--- src/rtl/key_sel_ctrl_pkg.sv ---
// Shared definitions for the key-driven blocks: debounce FSM state encodings,
// the default debounce window and small elaboration-time helpers.
package key_sel_ctrl_pkg;

   localparam int DEF_CNT_MAX = 999_999;

   typedef enum logic [1:0] {
      ST_IDLE    = 2'd0,
      ST_FILT_DN = 2'd1,
      ST_DOWN    = 2'd2,
      ST_FILT_UP = 2'd3
   } key_fsm_e;

   function automatic int cnt_width(input int cnt_max);
      return (cnt_max > 1) ? $clog2(cnt_max) : 1;
   endfunction

   // Level the raw key input shows while the button is not pressed.
   function automatic logic released_level(input int active_low);
      return (active_low != 0) ? 1'b1 : 1'b0;
   endfunction

endpackage

--- src/rtl/sync_2ff.sv ---
// Two-flop synchronizer for a single asynchronous bit, with a synchronous
// active-high reset that loads a configurable idle level.
module sync_2ff #(
   parameter logic RST_VAL = 1'b1
) (
   input  logic clk,
   input  logic rst,
   input  logic d,
   output logic q
);

   logic s1_r;
   logic s2_r;

   // Synchronizer chain; reset loads the idle level so no false edge follows reset.
   always_ff @(posedge clk) begin
      if (rst) begin
         s1_r <= RST_VAL;
         s2_r <= RST_VAL;
      end else begin
         s1_r <= d;
         s2_r <= s1_r;
      end
   end

   assign q = s2_r;

endmodule

--- src/rtl/key_sel_ctrl.sv ---
// Push-button debouncer that toggles the mux select once per qualified press
// and pulses key_flag for one cycle; key_state is the debounced level.
module key_sel_ctrl
   import key_sel_ctrl_pkg::*;
#(
   parameter int   CNT_MAX        = DEF_CNT_MAX,
   parameter int   KEY_ACTIVE_LOW = 1,
   parameter logic SEL_INIT       = 1'b0
) (
   input  logic sys_clk,
   input  logic sys_rst,
   input  logic key_in,
   output logic sel,
   output logic key_flag,
   output logic key_state
);

   localparam int              CNT_W        = cnt_width(CNT_MAX);
   localparam logic [CNT_W-1:0] CNT_LAST    = CNT_W'(CNT_MAX - 1);
   localparam logic [CNT_W-1:0] CNT_ZERO    = CNT_W'(0);
   localparam logic [CNT_W-1:0] CNT_ONE     = CNT_W'(1);
   localparam logic             RELEASED_LVL = released_level(KEY_ACTIVE_LOW);

   logic             key_sync_s;
   logic             raw_press_s;
   key_fsm_e         state_r;
   key_fsm_e         state_nxt_s;
   logic [CNT_W-1:0] cnt_r;
   logic [CNT_W-1:0] cnt_nxt_s;
   logic             sel_r;
   logic             sel_nxt_s;
   logic             flag_r;
   logic             flag_nxt_s;
   logic             level_r;
   logic             level_nxt_s;

   sync_2ff #(
      .RST_VAL (RELEASED_LVL)
   ) u_sync (
      .clk (sys_clk),
      .rst (sys_rst),
      .d   (key_in),
      .q   (key_sync_s)
   );

   assign raw_press_s = (KEY_ACTIVE_LOW != 0) ? ~key_sync_s : key_sync_s;

   // Next-state, counter and output decode; the counter restarts on every state change.
   always_comb begin
      state_nxt_s = state_r;
      cnt_nxt_s   = cnt_r;
      sel_nxt_s   = sel_r;
      flag_nxt_s  = 1'b0;
      level_nxt_s = level_r;
      case (state_r)
         ST_IDLE: begin
            if (raw_press_s) begin
               state_nxt_s = ST_FILT_DN;
               cnt_nxt_s   = CNT_ZERO;
            end else begin
               state_nxt_s = ST_IDLE;
            end
         end
         ST_FILT_DN: begin
            if (!raw_press_s) begin
               state_nxt_s = ST_IDLE;
               cnt_nxt_s   = CNT_ZERO;
            end else if (cnt_r == CNT_LAST) begin
               state_nxt_s = ST_DOWN;
               cnt_nxt_s   = CNT_ZERO;
               flag_nxt_s  = 1'b1;
               sel_nxt_s   = ~sel_r;
               level_nxt_s = 1'b1;
            end else begin
               cnt_nxt_s   = cnt_r + CNT_ONE;
            end
         end
         ST_DOWN: begin
            if (!raw_press_s) begin
               state_nxt_s = ST_FILT_UP;
               cnt_nxt_s   = CNT_ZERO;
            end else begin
               state_nxt_s = ST_DOWN;
            end
         end
         ST_FILT_UP: begin
            // A press seen again during release filtering is the same press: no new flag.
            if (raw_press_s) begin
               state_nxt_s = ST_DOWN;
               cnt_nxt_s   = CNT_ZERO;
            end else if (cnt_r == CNT_LAST) begin
               state_nxt_s = ST_IDLE;
               cnt_nxt_s   = CNT_ZERO;
               level_nxt_s = 1'b0;
            end else begin
               cnt_nxt_s   = cnt_r + CNT_ONE;
            end
         end
         default: begin
            state_nxt_s = ST_IDLE;
            cnt_nxt_s   = CNT_ZERO;
            level_nxt_s = 1'b0;
         end
      endcase
   end

   // State, counter and output registers; reset has priority over filter completion.
   always_ff @(posedge sys_clk) begin
      if (sys_rst) begin
         state_r <= ST_IDLE;
         cnt_r   <= CNT_ZERO;
         sel_r   <= SEL_INIT;
         flag_r  <= 1'b0;
         level_r <= 1'b0;
      end else begin
         state_r <= state_nxt_s;
         cnt_r   <= cnt_nxt_s;
         sel_r   <= sel_nxt_s;
         flag_r  <= flag_nxt_s;
         level_r <= level_nxt_s;
      end
   end

   assign sel       = sel_r;
   assign key_flag  = flag_r;
   assign key_state = level_r;

endmodule

--- config.mk ---
export PLATFORM = sky130hd
export DESIGN_NAME = key_sel_ctrl
export DESIGN_NICKNAME = d
export VERILOG_FILES = /design/src/rtl/key_sel_ctrl_pkg.sv /design/src/rtl/sync_2ff.sv /design/src/rtl/key_sel_ctrl.sv
export SDC_FILE = /design/constraint.sdc
export NUM_CORES = 1
export LEC_CHECK = 0
export CORE_AREA = 8 8 83 48
export DETAILED_ROUTE_END_ITERATION = 6
export DIE_AREA = 0 0 91 56
export GPL_ROUTABILITY_DRIVEN = 0
export PLACE_DENSITY = 0.67
export SKIP_LAST_GASP = 1
export SYNTH_ARGS = -nofsm -noshare
export SYNTH_HDL_FRONTEND = slang
export SYNTH_HIERARCHICAL = 1
export SYNTH_SLANG_ARGS = --single-unit
--- constraint.sdc ---
create_clock -name sys_clk -period 2.41 [get_ports sys_clk]
set_input_delay 0.482 -clock sys_clk [delete_from_list [all_inputs] [get_ports sys_clk]]
set_output_delay 0.482 -clock sys_clk [all_outputs]
set_load 0.005 [all_outputs]
==> qor.csv <==
stage;metric;value;unit
power;NetSw;159;uW
die;num rows;14;
die;core area;2840;um^2
timing;final setup violation count;0;
timing;Slew HR;40.8;%
clock_network;Post-CTS Hold Fix Bufs;0;
die;initial core utilization;48.3;%
flow_run;Max Cap Violations;0;
route;Routed WL;3180;um
critical_path;Max stage delay on crit path;0.58;ns
power;LEAKAGE;0.465;nW
die;Die Area;5100;um^2
layout;multi-input logic area;762;um^2
die;Die Width;91;um
global_routing;GRT overflow;0;
timing;Post-Route Skew;0.00425;ns
timing;Worst Tran Pin Value;0.887;ns
route;# DRC;0;
clock_network;clock sink count;27;
logic_synthesis;synthesized flop and latch total;27;
layout;Reg area;541;um^2
power;Internal Pwr Total;573;uW
route;via count;1198;
global_routing;pin count of the biggest net entering global routing;20;
route;Vias/cell;6.11;
logic_synthesis;Post-Syn Area;1370;um^2
timing;setup TNS;0;ns
layout;share of cells above drive strength 1;10.9;%
power;power density over the cells;490;nW/um^2
clock_network;CTS buffer count;3;
timing;final number of hold-violating endpoints;0;
power;Sw Ratio;21.7;%
clock_network;clock slew at reported path FFs;0.09;ns
logic_synthesis;Synth Warn #;6;
power;sequential power share;61.5;%
critical_path;CP Data Required Time;2.60;ns
logic_synthesis;Synth cell types;48;
clock_network;clock buffer depth;2;
clock_network;clock root buffer;clkbuf_8;
worst_hold_path;Hold WC Path Type;reg -> reg;
logic_synthesis;cell count after synthesis;151;
global_routing;total track usage;12.9;%
clock_network;worst skew pair latency;0.27;ns
layout;final core utilization;52.6;%
clock_network;H-tree levels;1;
timing;fin crit share;82.1;%
logic_synthesis;top_reg_cell synth;dfxtp_1;
critical_path;critical path's slowest cell;or4_1;
critical_path;CP Class;reg -> reg;
timing;Tmin final;1.98;ns
logic_synthesis;Async SR Flop Fraction;0;%
route;DR iter-0 viols;62;
layout;most frequent cells in the layout;27 x dfxtp_1, 13 x nand2_1, 12 x nand3_1, 8 x inv_1, 8 x o21ai_0;
placement;DP Area;1450;um^2
layout;Area Growth Syn to Fin;8.95;%
route;antenna-violating nets left;0;
placement;Buffers on Ports;5;
logic_synthesis;Post-synth EDFFs;0;
power;clock network fraction of design power;35.3;%
layout;commonest non-fill, non-tap cell in the layout;dfxtp_1;
critical_path;Critical Path, Cell by Cell;xnor2_2 -> o2111ai_1 -> or4_1 -> a22oi_2;
clock_network;Post-CTS Setup Repair Bufs;0;
global_routing;antenna violations before repair;0;
die;Die Ht;56;um
clock_network;Post-CTS Resized;0;
logic_synthesis;register area share after synthesis;39.5;%
route;WL per Instance;16.2;um
clock_network;TritonCTS clock tree;yes;
layout;cell area after layout;1490;um^2
power;Final Power;732;uW
logic_synthesis;post-synth net total;156;
logic_synthesis;post-synthesis area per instance;9.07;um^2
critical_path;Max FO, Critical Path;11;
layout;# fillers;260;
status;status;complete, no violations;
route;DR pass1 iterations;5;
die;boundary pin count;6;
placement;Detailed Place HPWL;2350;um
critical_path;Startpoint Class;flip-flop;
timing;RSZ-0062 raised after global routing;false;
global_routing;first-pass GRT wire length;5350;um
timing;Peak Freq;506;MHz
layout;# diodes;0;
timing;Slew Limit Fails;0;
global_routing;vias in the first global route;1085;
critical_path;CP arrival;2.17;ns
power;Worst IR Drop VDD;0.000203;V
layout;Layout Nets;162;
power;combinational fraction of design power;3.2;%
critical_path;CP Capture Type;flip-flop;
power by group through the flow:
stage	clock [mW]	sequential [mW]	combinational, mW
global placement	0	0.460	0.0212
floorplan	0	0.459	0.0146
finish	0.259	0.450	0.0232
global route	0.287	0.451	0.0250
CTS	0.262	0.450	0.0228
detailed placement	0	0.460	0.0227
routing by layer:
metal / wire length [um] / share of wire, % / track usage (%) / vias to the layer above
met1: 1680 / 53 / 17.7 / 580
met3: 77 / 2.4 / 3.77 / 4
met5: 0 / 0 / 0 / -
met2: 1390 / 44 / 18.6 / 15
li1: - / - / - / 599
met4: 31 / 0.98 / 4.16 / 0
final cells by class:
type / count / area share (%)
clock buffer: 4 / 3.02
inverter: 8 / 2.01
multi-input combinational: 110 / 51.0
sequential: 27 / 36.2
tap: 40 / 3.35
timing repair buffer: 7 / 4.36
kinds of logic after synthesis:
family,after synthesis,synth area share [%]
muxes,1,0.822
AOI/OAI and AO/OA,39,21.4
buffers and inverters,14,4.93
adders and majority gates,2,1.83
xor gates and xnor gates,5,3.75
DFF,27,39.5
and+or+nand+nor,63,27.9
state kept, by name, indices dropped and copies added (netlist names), named ones only:
signal / flops
cnt_r: 20
key_flag: 1
key_state: 1
u_sync/q: 1
u_sync/s1_r: 1
sel: 1
state_r: 1
worst paths after layout:
path                                        startpoint                endpoint  slack [ns]  cells past startpoint
worst min register to register  u_sync/s1_r$_SDFF_PP1_     u_sync/q$_SDFF_PP1_        0.42                      1
worst max register to register               flip-flop  cnt_r[17]$_SDFFE_PP0P_        0.43                      4
worst min-delay path            u_sync/s1_r$_SDFF_PP1_     u_sync/q$_SDFF_PP1_        0.42                      1
worst max-delay path                         flip-flop  cnt_r[17]$_SDFFE_PP0P_        0.43                      4
synthesized netlist by cell type, types with 3 or more instances:
| cell | instances | area [um^2] |
|---|---|---|
| nand4_1 | 6 | 37.5 |
| or4_1 | 7 | 52.6 |
| nand2_1 | 13 | 48.8 |
| dfxtp_1 | 27 | 541 |
| o21ai_0 | 8 | 40.0 |
| or2_1 | 3 | 18.8 |
| xor2_1 | 3 | 26.3 |
| o31ai_1 | 7 | 52.6 |
| a22oi_2 | 3 | 37.5 |
| a22oi_1 | 7 | 52.6 |
| nand3_1 | 12 | 60.1 |
| buf_2 | 3 | 15.0 |
| nor3_1 | 3 | 15.0 |
| inv_1 | 8 | 30.0 |
critical path, delay by kind of cell, from the launching register on:
| kind | cells | cell delay, ns |
|---|---|---|
| compound gates | 2 | 0.62 |
| simple gates | 1 | 0.58 |
| xor+xnor | 1 | 0.32 |
| flops | 1 | 0.38 |
per-stage QoR:
step | hold slack, ns | setup slack, ns | instances
final | 0.419 | 0.432 | 196
after CTS | 0.417 | 0.459 | 196
after global routing | 0.456 | 0.305 | 196
after floorplan | 0.383 | 0.732 | 151
after global placement | 0.393 | 0.337 | 192
after detailed placement | 0.394 | 0.259 | 192
Note: power is estimated with default switching activity, not from simulation.
